<file path="src/rtl/vga_timing_pkg.sv">
// rtl/vga_timing_pkg.sv - shared VGA timing constants and sync bundle type
//
// Purpose: default 640x480@60 timing numbers, the {hs, vs, blank_n} bundle
// carried through the sync delay line, and its idle (reset) value.
// Ports: none (package).
package vga_timing_pkg;

    localparam int H_VISIBLE_DEF = 640;
    localparam int H_FRONT_DEF   = 16;
    localparam int H_SYNC_DEF    = 96;
    localparam int H_BACK_DEF    = 48;
    localparam int V_VISIBLE_DEF = 480;
    localparam int V_FRONT_DEF   = 10;
    localparam int V_SYNC_DEF    = 2;
    localparam int V_BACK_DEF    = 33;
    localparam int CLK_DIV_DEF   = 2;

    typedef struct packed {
        logic hs;
        logic vs;
        logic blank_n;
    } vga_sync_t;

    // Both syncs inactive (high), picture blanked.
    localparam vga_sync_t SYNC_IDLE = '{hs: 1'b1, vs: 1'b1, blank_n: 1'b0};

endpackage

</file>
<file path="src/rtl/sync_delay_line.sv">
// rtl/sync_delay_line.sv - pixel-tick shift register for the sync/blank bundle
//
// Purpose: delays the sync bundle by DEPTH pixel ticks so it lines up with a
// pipelined colour path. DEPTH = 0 is a straight wire.
// Ports:
//   Clk   - system clock
//   Reset - synchronous, active-high; all stages load RESET_VAL
//   en    - shift enable (pixel tick)
//   d     - bundle in
//   q     - bundle out, DEPTH ticks later
module sync_delay_line
    import vga_timing_pkg::*;
#(
    parameter int     DEPTH     = 0,
    parameter type    T_SYNC    = vga_sync_t,
    parameter T_SYNC  RESET_VAL = SYNC_IDLE
) (
    input  logic  Clk,
    input  logic  Reset,
    input  logic  en,
    input  T_SYNC d,
    output T_SYNC q
);

    generate
        if (DEPTH == 0) begin : g_bypass
            logic w_unused_bypass;
            assign w_unused_bypass = ^{Clk, Reset, en};
            assign q = d;
        end else begin : g_shift
            T_SYNC r_stage [DEPTH];

            always_ff @(posedge Clk) begin
                if (Reset) begin
                    for (int i = 0; i < DEPTH; i++) begin
                        r_stage[i] <= RESET_VAL;
                    end
                end else if (en) begin
                    r_stage[0] <= d;
                    for (int i = 1; i < DEPTH; i++) begin
                        r_stage[i] <= r_stage[i-1];
                    end
                end
            end

            assign q = r_stage[DEPTH-1];
        end
    endgenerate

endmodule

</file>
<file path="src/rtl/vga_timing_gen.sv">
// rtl/vga_timing_gen.sv - VGA raster timing generator (pixel counters, syncs, pulses)
//
// Purpose: divides Clk down to a pixel tick, runs the horizontal/vertical
// counters, decodes sync/blank and delays them by SYNC_DELAY ticks.
// Ports:
//   Clk, Reset   - system clock, synchronous active-high reset
//   pix_ce       - one-Clk pixel-tick enable
//   VGA_CLK      - pixel clock to the DAC
//   VGA_HS/VS    - active-low syncs
//   VGA_BLANK_N  - high in the visible region
//   VGA_SYNC_N   - tied low
//   DrawX/DrawY  - current column / row
//   frame_start  - one-Clk pulse on the first cycle of (0,0)
//   line_start   - one-Clk pulse on the first cycle of column 0
module vga_timing_gen
    import vga_timing_pkg::*;
#(
    parameter int H_VISIBLE  = H_VISIBLE_DEF,
    parameter int H_FRONT    = H_FRONT_DEF,
    parameter int H_SYNC     = H_SYNC_DEF,
    parameter int H_BACK     = H_BACK_DEF,
    parameter int V_VISIBLE  = V_VISIBLE_DEF,
    parameter int V_FRONT    = V_FRONT_DEF,
    parameter int V_SYNC     = V_SYNC_DEF,
    parameter int V_BACK     = V_BACK_DEF,
    parameter int CLK_DIV    = CLK_DIV_DEF,
    parameter int SYNC_DELAY = 0
) (
    input  logic       Clk,
    input  logic       Reset,
    output logic       pix_ce,
    output logic       VGA_CLK,
    output logic       VGA_HS,
    output logic       VGA_VS,
    output logic       VGA_BLANK_N,
    output logic       VGA_SYNC_N,
    output logic [9:0] DrawX,
    output logic [9:0] DrawY,
    output logic       frame_start,
    output logic       line_start
);

    localparam int H_TOTAL = H_VISIBLE + H_FRONT + H_SYNC + H_BACK;
    localparam int V_TOTAL = V_VISIBLE + V_FRONT + V_SYNC + V_BACK;

    localparam logic [9:0] H_LAST       = 10'(H_TOTAL - 1);
    localparam logic [9:0] V_LAST       = 10'(V_TOTAL - 1);
    localparam logic [9:0] H_VIS_END    = 10'(H_VISIBLE);
    localparam logic [9:0] V_VIS_END    = 10'(V_VISIBLE);
    localparam logic [9:0] H_SYNC_START = 10'(H_VISIBLE + H_FRONT);
    localparam logic [9:0] H_SYNC_END   = 10'(H_VISIBLE + H_FRONT + H_SYNC);
    localparam logic [9:0] V_SYNC_START = 10'(V_VISIBLE + V_FRONT);
    localparam logic [9:0] V_SYNC_END   = 10'(V_VISIBLE + V_FRONT + V_SYNC);

    localparam logic [2:0] DIV_LAST = 3'(CLK_DIV - 1);
    localparam logic [2:0] DIV_HALF = 3'(CLK_DIV / 2);

    // ---------------------------------------------------------------------
    // Clock divider. pix_ce and VGA_CLK are decoded from the next divider
    // value so the registered versions line up with div_cnt itself.
    // ---------------------------------------------------------------------
    logic [2:0] r_div_cnt;
    logic [2:0] w_div_next;
    logic       r_pix_ce;
    logic       r_vga_clk;

    assign w_div_next = (r_div_cnt == DIV_LAST) ? 3'd0 : r_div_cnt + 3'd1;

    always_ff @(posedge Clk) begin
        if (Reset) begin
            r_div_cnt <= 3'd0;
            r_pix_ce  <= 1'b0;
            r_vga_clk <= 1'b0;
        end else begin
            r_div_cnt <= w_div_next;
            r_pix_ce  <= (w_div_next == DIV_LAST);
            r_vga_clk <= (w_div_next >= DIV_HALF);
        end
    end

    // ---------------------------------------------------------------------
    // Raster counters and raw sync decode
    // ---------------------------------------------------------------------
    logic [9:0] r_hc;
    logic [9:0] r_vc;
    logic [9:0] w_hc_next;
    logic [9:0] w_vc_next;
    logic       w_h_wrap;
    logic       w_v_wrap;
    vga_sync_t  w_raw_next;
    vga_sync_t  r_raw;
    vga_sync_t  w_delayed;
    logic       r_line_start;
    logic       r_frame_start;

    assign w_h_wrap = (r_hc == H_LAST);
    assign w_v_wrap = (r_vc == V_LAST);

    always_comb begin
        w_hc_next = r_hc;
        w_vc_next = r_vc;
        if (r_pix_ce) begin
            w_hc_next = w_h_wrap ? 10'd0 : r_hc + 10'd1;
            if (w_h_wrap) begin
                w_vc_next = w_v_wrap ? 10'd0 : r_vc + 10'd1;
            end
        end
    end

    // Decoding the next-state counters lets the registered syncs change on
    // the same edge as DrawX/DrawY.
    always_comb begin
        w_raw_next         = SYNC_IDLE;
        w_raw_next.hs      = !((w_hc_next >= H_SYNC_START) && (w_hc_next < H_SYNC_END));
        w_raw_next.vs      = !((w_vc_next >= V_SYNC_START) && (w_vc_next < V_SYNC_END));
        w_raw_next.blank_n = (w_hc_next < H_VIS_END) && (w_vc_next < V_VIS_END);
    end

    always_ff @(posedge Clk) begin
        if (Reset) begin
            r_hc          <= 10'd0;
            r_vc          <= 10'd0;
            r_raw         <= SYNC_IDLE;
            r_line_start  <= 1'b0;
            r_frame_start <= 1'b0;
        end else begin
            r_hc          <= w_hc_next;
            r_vc          <= w_vc_next;
            r_line_start  <= r_pix_ce && w_h_wrap;
            r_frame_start <= r_pix_ce && w_h_wrap && w_v_wrap;
            // Only on pixel ticks: the pixel shown right after reset keeps
            // the idle (blanked) bundle for its whole duration.
            if (r_pix_ce) begin
                r_raw <= w_raw_next;
            end
        end
    end

    sync_delay_line #(
        .DEPTH     (SYNC_DELAY),
        .T_SYNC    (vga_sync_t),
        .RESET_VAL (SYNC_IDLE)
    ) u_sync_delay (
        .Clk   (Clk),
        .Reset (Reset),
        .en    (r_pix_ce),
        .d     (r_raw),
        .q     (w_delayed)
    );

    assign pix_ce      = r_pix_ce;
    assign VGA_CLK     = r_vga_clk;
    assign VGA_HS      = w_delayed.hs;
    assign VGA_VS      = w_delayed.vs;
    assign VGA_BLANK_N = w_delayed.blank_n;
    assign VGA_SYNC_N  = 1'b0;
    assign DrawX       = r_hc;
    assign DrawY       = r_vc;
    assign line_start  = r_line_start;
    assign frame_start = r_frame_start;

endmodule

</file>
<file path="config.mk">
export PLATFORM = sky130hd
export DESIGN_NAME = vga_timing_gen
export DESIGN_NICKNAME = d
export VERILOG_FILES = /design/src/rtl/vga_timing_pkg.sv /design/src/rtl/sync_delay_line.sv /design/src/rtl/vga_timing_gen.sv
export SDC_FILE = /design/constraint.sdc
export NUM_CORES = 1
export LEC_CHECK = 0
export CORE_MARGIN = 10
export CORE_UTILIZATION = 52
export CTS_BUF_LIST = sky130_fd_sc_hd__clkbuf_8
export DETAILED_ROUTE_END_ITERATION = 12
export PLACE_DENSITY = 0.8
export SYNTH_ARGS = -nofsm -noshare
export SYNTH_HDL_FRONTEND = slang
export SYNTH_SLANG_ARGS = --single-unit
</file>
<file path="constraint.sdc">
create_clock -name Clk -period 2.65 [get_ports Clk]
set_input_delay 0.265 -clock Clk [delete_from_list [all_inputs] [get_ports Clk]]
set_output_delay 0.265 -clock Clk [all_outputs]
set_load 0.05 [all_outputs]
</file>
==> results.txt <==
Summed negative setup slack over all endpoints: 0 ns
Yosys cell types: 47
Detailed Route WL: 3900 um
Number of setup buffers added after CTS: 0
TritonCTS clock tree: built
Synthesized Nets: 195
Tot GR Track Use: 14.5%
Vias in the first global route: 1,308
Inserted Clock Buffers: 5
Flops & latches, synth: 30
Die outline width: 74.9 um
Drt via density: 5.85
Worst setup slack after placement: 0.458 ns
Crit. End Element: flop
Floorplan die area: 5610 um^2
Portion of netlist area occupied by mux cells: 0.638%
Share of the cycle needed by the critical path after routing: 83.6%
Remaining max-slew budget at the tightest pin: 64.4%
Cell taking the most area after synthesis: sky130_fd_sc_hd__dfxtp_1
Shortest period the worst path allows: 2.21 ns
Unrepaired setup endpoints after global routing: no
Post-cts hold buffer count: 0
Routed wire per std cell: 15.5 um
Cell family with most CP delay: simple AND/OR/NAND/NOR gates
Type of origin of the critical path: flop
Vias: 1,468
Final number of max-transition violations: 0
Count of yosys warnings during synthesis: 0
Final estimated routing congestion in global placement: 0.851
Clock latency at the later pin of the worst-skew pair: 0.27 ns
Critical path's slowest cell: sky130_fd_sc_hd__dfxtp_1
Row cnt: 19
Number of enable flip-flop cells after synthesis: 0
Parity-gate share of the synthesized area counting xor and xnor cells: 7.26%
Final worst-path setup slack: 0.435 ns
Worst Path Arrival: 2.38 ns
Count of nets left with antenna violations after detail routing: 0
Top area cells in the synthesized netlist: sky130_fd_sc_hd__dfxtp_1, sky130_fd_sc_hd__nor2_1, sky130_fd_sc_hd__nor3_1
Max-cap check violation count: 0
Largest buffer count on any clock path: 2
Post-synthesis simple-gate area fraction: 33.6%
Clock transition at the register clock pins on the worst setup and hold paths after CTS: 0.06 ns
Async set or reset register ratio after synthesis: 0%
Iteration-0 DRC Markers: 197
Required time of the critical path: 2.81 ns
Worst min path class: reg -> reg
Number of buffers and inverters on the critical path: 0
Cells after synthesis: 190
Core area: 2830 um^2
Worst IR Drop VDD: 0.413 mV
Count of H-tree levels built during CTS: 2
Slowest stage delay, CP: 0.40 ns
Clk_skew: 0.00561 ns
IO Port Bufs: 28
Pwr/cell area: 495 nW/um^2
Die span in y: 74.9 um
Design area: 1970 um^2
Cell at the root of the clock tree: sky130_fd_sc_hd__clkbuf_8
Wire length of the first global-routing pass: 6420 um
Area growth syn-to-layout: 25.6%
Layout cell share with drive strength beyond 1: 8.18%
Largest family of logic cells by synthesized area: simple AND/OR/NAND/NOR gates
Maximum number of pins on one net before global-route repair: 31
Total count of hold-check failures in the final report: 0
Most repeated cell in the gate-level netlist after synthesis: sky130_fd_sc_hd__dfxtp_1
Proportion of synthesized chip area in sequential cells: 38.3%
Portion of synthesized cell area occupied by the leading cell type: 38.3%
HPWL reported at the end of detailed placement: 2870 um
Top post-synthesis cells by count: sky130_fd_sc_hd__dfxtp_1, sky130_fd_sc_hd__nor2_1, sky130_fd_sc_hd__nand2_1
Average cell area after synthesis: 8.25 um^2
Critical Path Fanout Max: 6
CTS resizes: 0
Num Clock Sinks: 30
Initial standard-cell utilization of the core: 55.4%
Final-report setup violation count: 0
Number of optimization iterations in the first detailed-route pass: 4
Leak pwr: 0.715 nW
Antenna diode count: 0
Final-stage net count: 224
Total Power: 0.000974 W
Max Fclk: 452 MHz
Number of top-level design ports: 30
Most common flop cell mapped by yosys: sky130_fd_sc_hd__dfxtp_1
Compound-Gate Fraction of Synth Area: 12.3%
DRC Markers: 0
Final standard cell utilization of the core: 69.6%
Placed cell areas: 1860 um^2
Slew @ Worst Pin: 0.533 ns
Share of synthesized cell area in full adder, half adder and majority cells: 2.39%
R2r setup slk: 0.44 ns
Status: complete, no violations
Area of the mapped netlist: 1570 um^2
WS Path Type: reg -> reg
GR Overflow Total: 0
Number of antenna violations at the first check in global routing: 0
Critical path, cell by cell: ha_1, and4_2, xnor2_1, a2111oi_0, a311o_1, or4_1, o32a_1
stage by stage:
step / std cells / hold slack [ns]
global placement: 243 / 0.459
finish: 251 / 0.488
floorplan: 190 / 0.445
global route: 251 / 0.529
CTS: 251 / 0.492
detailed placement: 243 / 0.476
sequential cells by signal (all words and copies together), names as in the netlist:
register     count
DrawX           10
DrawY           10
r_div_cnt        3
r_raw            3
VGA_CLK          1
frame_start      1
line_start       1
pix_ce           1
where the power goes:
group | internal [W] | switching, W | leakage (nW) | total, W
Combinational | 0.0000225 | 0.0000452 | 0.414 | 0.0000677
Clock | 0.000276 | 0.000164 | 0.0579 | 0.000440
Sequential | 0.000459 | 0.00000776 | 0.243 | 0.000466
Total | 0.000757 | 0.000217 | 0.715 | 0.000974
cell type report:
cell class	count	area (um^2)
inverter	5	18.8
multi-input combinational	144	885
sequential	30	601
tap	31	38.8
clock inverter	3	40.0
fill	225	860
timing repair buffer	33	318
clock buffer	5	68.8
logic make-up (layout without fill, tap and decap cells):
family	Yosys count	in the layout
multiplexers	1	1
other	1	1
flip-flops	30	30
buffers and inverters	16	46
AND/OR/NAND/NOR	96	96
XOR/XNOR	13	13
AO/OA/AOI/OAI	30	30
adder cells (fa/ha/maj)	3	3
cells in the final DEF, fill, tap and decap left out, types with 3 or more instances in the layout:
cell,n
sky130_fd_sc_hd__xnor2_1,7
sky130_fd_sc_hd__nor3_1,15
sky130_fd_sc_hd__a31oi_1,4
sky130_fd_sc_hd__inv_1,5
sky130_fd_sc_hd__xor2_1,6
sky130_fd_sc_hd__a21oi_1,12
sky130_fd_sc_hd__clkdlybuf4s50_1,28
sky130_fd_sc_hd__ha_1,3
sky130_fd_sc_hd__nor4_1,5
sky130_fd_sc_hd__o21ai_0,4
sky130_fd_sc_hd__clkbuf_8,5
sky130_fd_sc_hd__nor2b_1,3
sky130_fd_sc_hd__dfxtp_1,30
sky130_fd_sc_hd__buf_4,5
sky130_fd_sc_hd__nand3_1,8
sky130_fd_sc_hd__nand4_1,6
sky130_fd_sc_hd__nor2_1,22
sky130_fd_sc_hd__nand2_1,16
routing by layer:
metal	track usage [%]	vias up	part of all wire, %
met5	0	-	0
met4	3.78	0	0.41
met3	5.52	2	6.1
met2	21.6	34	46
met1	19.1	686	47
li1	-	746	-
worst paths after layout:
path / startpoint / end / depth (start not counted)
worst max register to register: DrawX[0] / r_raw[2] / 7
worst min-delay path: r_div_cnt[0] / r_div_cnt[0] / 1
worst max-delay path: DrawX[0] / r_raw[2] / 7
worst min register to register: r_div_cnt[0] / r_div_cnt[0] / 1
No activity file was read; power rests on OpenSTA's default activity.
